===== src/rtl/pipeline_stall_ctrl.sv =====
// Hazard/stall controller for a 5-stage pipeline: load-use bubbles, branch flushes, D-cache miss waits.
// Optional macro STALL_CNT_EN adds a saturating 16-bit counter of cycles with pcwrite low.
module pipeline_stall_ctrl (
    input  logic        clk_i,
    input  logic        rst_i,
    input  logic        IDEXmemread,
    input  logic [4:0]  IDEXrtaddr,
    input  logic [4:0]  IFIDrsaddr,
    input  logic [4:0]  IFIDrtaddr,
    input  logic        branch_taken_i,
    input  logic        mem_req_i,
    input  logic        mem_ack_i,
    output logic        pcwrite,
    output logic        IFIDwrite,
    output logic        IFIDflush,
    output logic        bubble_ctrl,
    output logic        stage_stall,
    output logic [15:0] stall_cnt,
    output logic [1:0]  state_o
);

    typedef enum logic [1:0] {
        RUN     = 2'd0,
        MEMWAIT = 2'd1,
        FLUSH   = 2'd2
    } state_e;

    state_e state_q, state_d;
    logic   flush_pend_q, flush_pend_d;
    logic   load_use;

    assign load_use = IDEXmemread && (IDEXrtaddr != 5'd0) &&
                      ((IDEXrtaddr == IFIDrsaddr) || (IDEXrtaddr == IFIDrtaddr));

    always_ff @(posedge clk_i or negedge rst_i) begin
        if (!rst_i) begin
            state_q      <= RUN;
            flush_pend_q <= 1'b0;
        end else begin
            state_q      <= state_d;
            flush_pend_q <= flush_pend_d;
        end
    end

    always_comb begin
        state_d      = RUN;
        flush_pend_d = flush_pend_q;
        pcwrite      = 1'b1;
        IFIDwrite    = 1'b1;
        IFIDflush    = 1'b0;
        bubble_ctrl  = 1'b0;
        stage_stall  = 1'b0;
        case (state_q)
            MEMWAIT: begin
                pcwrite     = 1'b0;
                IFIDwrite   = 1'b0;
                stage_stall = 1'b1;
                state_d     = MEMWAIT;
                // A branch resolved while frozen is redirected once memory returns.
                if (branch_taken_i) flush_pend_d = 1'b1;
                if (mem_ack_i) state_d = (flush_pend_q || branch_taken_i) ? FLUSH : RUN;
            end
            FLUSH: begin
                IFIDflush    = 1'b1;
                flush_pend_d = 1'b0;
                state_d      = RUN;
            end
            default: begin
                if (mem_req_i) begin
                    pcwrite     = 1'b0;
                    IFIDwrite   = 1'b0;
                    stage_stall = 1'b1;
                    state_d     = MEMWAIT;
                end else if (load_use) begin
                    // Branch is dropped here; the core re-presents it next cycle.
                    pcwrite     = 1'b0;
                    IFIDwrite   = 1'b0;
                    bubble_ctrl = 1'b1;
                end else if (branch_taken_i) begin
                    IFIDflush = 1'b1;
                end
            end
        endcase
        if (!rst_i) begin
            pcwrite     = 1'b1;
            IFIDwrite   = 1'b1;
            IFIDflush   = 1'b0;
            bubble_ctrl = 1'b0;
            stage_stall = 1'b0;
        end
    end

    assign state_o = state_q;

`ifdef STALL_CNT_EN
    logic [15:0] stall_cnt_q, stall_cnt_d;

    always_comb begin
        stall_cnt_d = stall_cnt_q;
        if (!pcwrite && (stall_cnt_q != 16'hFFFF)) stall_cnt_d = stall_cnt_q + 16'd1;
    end

    always_ff @(posedge clk_i or negedge rst_i) begin
        if (!rst_i) stall_cnt_q <= 16'd0;
        else        stall_cnt_q <= stall_cnt_d;
    end

    assign stall_cnt = stall_cnt_q;
`else
    assign stall_cnt = 16'd0;
`endif

endmodule


===== config.mk =====
export PLATFORM = sky130hd
export DESIGN_NAME = pipeline_stall_ctrl
export DESIGN_NICKNAME = d
export VERILOG_FILES = /design/src/rtl/pipeline_stall_ctrl.sv
export SDC_FILE = /design/constraint.sdc
export NUM_CORES = 1
export LEC_CHECK = 0
export ABC_AREA = 1
export CORE_MARGIN = 5
export CORE_UTILIZATION = 30
export CTS_CLUSTER_SIZE = 24
export DETAILED_ROUTE_END_ITERATION = 12
export GPL_TIMING_DRIVEN = 0
export HOLD_SLACK_MARGIN = 0.15
export PLACE_DENSITY_LB_ADDON = 0.2
export SLEW_MARGIN = 20
export SYNTH_ARGS = -nofsm -noshare
export SYNTH_HDL_FRONTEND = slang
export SYNTH_SLANG_ARGS = --single-unit

===== constraint.sdc =====
create_clock -name clk_i -period 2.7 [get_ports clk_i]
set_clock_uncertainty 0.15 [all_clocks]
set_input_delay 0.27 -clock clk_i [delete_from_list [all_inputs] [get_ports clk_i]]
set_output_delay 0.27 -clock clk_i [all_outputs]
set_load 0.01 [all_outputs]

Yosys cells after proc, flatten, opt, wreduce, memory -nomap -nowiden

Cells that the tools add are included.

Bits in registers: 3
Output and inout port bits: 23
Logic and storage cells: 37
Input bits: 21

Equal/unequal tests: 5
Reductions and logical operators: 8
Mux-type cells: 22

Operators by type and width:

| kind                                                            | count |
|---|---|
| 1-bit 2-to-1 mux                                                | 15 |
| 5-bit == test                                                   | 2 |
| 1-bit case mux with 2 select lines                              | 4 |
| 5-bit nonzero test                                              | 1 |
| 2-bit 2-to-1 mux                                                | 2 |
| 2-bit case mux with 2 select lines                              | 1 |
| 2-bit by 1-bit == test with 1-bit output, second input constant | 1 |
| 2-bit == test, second input constant                            | 1 |
| 1-bit logical AND                                               | 2 |
| 1-bit logical OR                                                | 2 |
| 2-bit != test, second input constant                            | 1 |
| 2-bit AND reduction                                             | 1 |
| 2-bit nonzero test                                              | 1 |
| 2-bit OR reduction                                              | 1 |

Depth between registers and ports, before layout

Word-level depth: 7
Gate-level depth with buffers: 10
Gate-level depth less buffers: 9

Worst setup path after synthesis

OpenSTA, ideal clock, no wires.

Path kind: reg2out
Start point: register state_q[0], in the netlist state_o[0]
End point: output port pcwrite
Buffers on the path: 1
Required time: 2280 ps
Setup slack: 1005 ps
Cell stages (with the launch flop): 8
Arrival time: 1275 ps
Cell sequence: dfrtp_1 inv_1 ha_1 inv_1 nor2_4 nand2_2 nand3_1 buf_4

Cells in the longest elaborated chain, start to end: 3
Elaborated cells between the ends (all ways): 4
Those cells by class: 2 x eq/ne; 2 x mux

Ends and longest elaborated chain:

| what                                                                             | line | RTL |
|---|---|---|
| start, declared                                                                  | 28   | `state_e state_q, state_d;` |
| start signal, assigned                                                           | 40   | `state_q <= state_d;` |
| 2-bit == test / 2-bit by 1-bit == test with 1-bit output (equally long branches) | n/a  |  |
| 1-bit case mux with 2 select lines *                                             | n/a  |  |
| 1-bit 2-to-1 mux *                                                               | n/a  |  |
| end, declared                                                                    | 13   | `output logic pcwrite,` |

Every way passes the cells marked *; elsewhere a longest branch is shown, timed or not.

Final worst setup path

Start point: input port IDEXrtaddr[0]
End point: output port pcwrite

Cells in the longest elaborated chain, start to end: 7
Elaborated cells between the ends (all ways): 10
Those cells by class: 2 x eq/ne; 4 x mux; 4 x reduce/logical

Ends and longest elaborated chain:

| what                                                         | line   | RTL |
|---|---|---|
| start, declared                                              | 7      | `input logic [4:0] IDEXrtaddr,` |
| 5-bit == test / 5-bit nonzero test (equally long branches)   | 33, 32 |  |
| 1-bit logical OR / 1-bit logical AND (equally long branches) | 33, 32 |  |
| 1-bit logical AND *                                          | 32     | `assign load_use = IDEXmemread && (IDEXrtaddr != 5'd0) &&` |
| 1-bit 2-to-1 mux *                                           | 74     | `end else if (load_use) begin` |
| 1-bit 2-to-1 mux *                                           | 69     | `if (mem_req_i) begin` |
| 1-bit case mux with 2 select lines *                         | 53     | `case (state_q)` |
| 1-bit 2-to-1 mux *                                           | 84     | `if (!rst_i) begin` |

Marks and branches as above.

==> metrics <==
vias per cell 3.66; Nets 168; Final Max Tran Viols 0; Fin Setup TNS 0 ns; WL/cell 7.85 um; worst-case clock buffer depth 2; Final period util 90.6%; CP max FO 4; # diodes 0; Post-Syn Instances 97; Area Growth Syn to Fin 71.3%; FILL cells 188; die height 52.9 um; Ys Warns 0; crit end category output port; Congestion Overflow GR 0; drc violations 0; CTS resizes 0; initial core utilization 31.7%; Sink Count 3; Lkg Pwr 0.536 nW; share of the synthesized area in the top cell type 23.1%; Worst setup SP type input port; r2r endpoint state_o[0]; Post-synth top cells 27 x nand2_1, 17 x buf_4, 17 x inv_1; fin area 947 um^2; HP Class register to register; row cnt 15; max frequency 0.409 GHz; unrepaired setup endpoints after global routing false; reg-to-reg slack, setup 1.36 ns; post-synth top area cell buf_4; fraction of layout cells with a size suffix above 1 18.8%; worst vdd ir 0.305 mV; First-pass DRT Iterations 4; H-tree Lvls 1; count leader, synth nand2_1; placed inst area 911 um^2; maxcap violations 0; Post-synth EDFFs 0; 1st-iter DRT viols 8; Setup violations, final 0; Required @ worst endpoint 2.28 ns; Seq/Total Area, Yosys 13.6%; Mapped Area 553 um^2; via count 618; full die area 2800 um^2; WS Path Type input port to output port; Inserted Clock Buffers 3; reg2reg start state_o[0]; core footprint 1750 um^2; Setup crit start IDEXrtaddr[0]; die width 52.9 um; top_reg_cell synth dfrtp_1; CTS tree yes; Power Density 473 nW/um^2; IO Count 44; Mean Syn Cell Area 5.70 um^2; largest cells by area after synthesis buf_4 23%, nand2_1 18%, dfrtp_1 14%; setup bufs post-CTS 0; Worst-path clk slew 0.04 ns; Worst-Skew Late Latency 0.24 ns; initial antenna violation count 0; number of global-route vias before repair 531; synthesized flop and latch total 3; Final Wtd Congestion 0.685; Fin. Hold Viols 0; Synth cell types 18; IO Port Bufs 27; Total Wirelength 1330 um; antenna viol nets, final 0; GRT Total Usage 9.66%; Async SR Flop Fraction 100%; Root Driver clkbuf_4; cell count of the worst reg-to-reg path 7; HPWL after DPL 1170 um; cts hold-fix bufs 1; largest net degree at the start of global routing 5; Critical Path Sink pcwrite; crit path DAT 2.03 ns; Tmin final 2.45 ns; status completed; first-pass GRT wire length 2010 um
-- per-stage QoR --
stage	setup slack (ns)	total power [mW]	util (%)	hold WS [ns]	cells
after floorplan	1.00	0.247	-	-0.176	112
after global placement	0.235	0.361	52.2	0.334	164
after detailed placement	0.223	0.366	52.2	0.350	164
after CTS	0.230	0.453	54.3	0.362	169
after global routing	0.0391	0.497	54.3	0.392	169
final	0.253	0.448	54.3	0.358	169
-- critical path, cell delays in order --
cell             delay [ns]
clkdlybuf4s50_1        0.51
inv_1                  0.07
nand2_1                0.05
nand2_1                0.04
nor2_1                 0.11
nand3_1                0.07
nand2_1                0.08
nand2_2                0.06
nand2_2                0.06
nand3_1                0.08
buf_4                  0.14
clkdlybuf4s50_1        0.46
-- cell families after synthesis --
kind of cell | share of synthesized area [%]
compound gates | 5.43
xor+xnor | 3.17
fa+ha+maj | 4.52
buf+inv | 37.3
flops | 13.6
other cells | 0.678
simple gates | 35.3
-- state kept, by name, summed over array words and instances (netlist names) --
name          count
flush_pend_q      1
state_o           2
-- worst min path at each step --
| stage | startpoint | endpoint | slack [ns] | cells past startpoint |
|---|---|---|---|---|
| detailed placement | flush_pend_q | flush_pend_q | 0.35 | 2 |
| floorplan | rst_i | flush_pend_q | -0.18 | 0 |
| global placement | flush_pend_q | flush_pend_q | 0.33 | 2 |
| global route | flush_pend_q | flush_pend_q | 0.39 | 2 |
| finish | flush_pend_q | flush_pend_q | 0.36 | 2 |
| CTS | flush_pend_q | flush_pend_q | 0.36 | 2 |
-- layout by cell type, fill, tap and decap left out --
master,count
nand2_2,2
inv_1,17
conb_1,16
nand2_1,27
buf_4,17
dlygate4sd3_1,1
ha_1,2
nor2_1,9
a21oi_1,1
clkbuf_4,3
nor2_4,1
clkinv_1,1
nand3_1,3
o21ai_0,5
nor3_2,1
clkdlybuf4s50_1,27
dfrtp_1,3
nand4_1,1
inv_2,3
clkbuf_1,1
xnor2_1,2
nor3_1,1
-- metal layers --
metal / vias to the layer above / share of wire [%] / GRT usage (%)
li1: 347 / - / -
met4: 0 / 0 / 3.83
met1: 244 / 43 / 10.6
met2: 27 / 47 / 15.9
met5: - / 0 / 0
met3: 0 / 9.9 / 4.51
-- power breakdown --
group / leakage (nW) / internal, mW / switching [mW]
logic: 0.486 / 0.147 / 0.145
clock network: 0.0150 / 0.0554 / 0.0244
registers: 0.0355 / 0.0637 / 0.0118
total: 0.536 / 0.266 / 0.181
-- area by class of cell --
class                      count  area (um^2)  share of cell area [%]
multi-input combinational     71          328                    34.6
timing repair buffer          28          280                    29.6
buffer                        17          128                    13.5
inverter                      21         78.8                    8.32
sequential                     3         75.1                    7.93
tap                           25         31.3                    3.30
clock buffer                   4         26.3                    2.77
No activity file was read; power rests on OpenSTA's default activity.
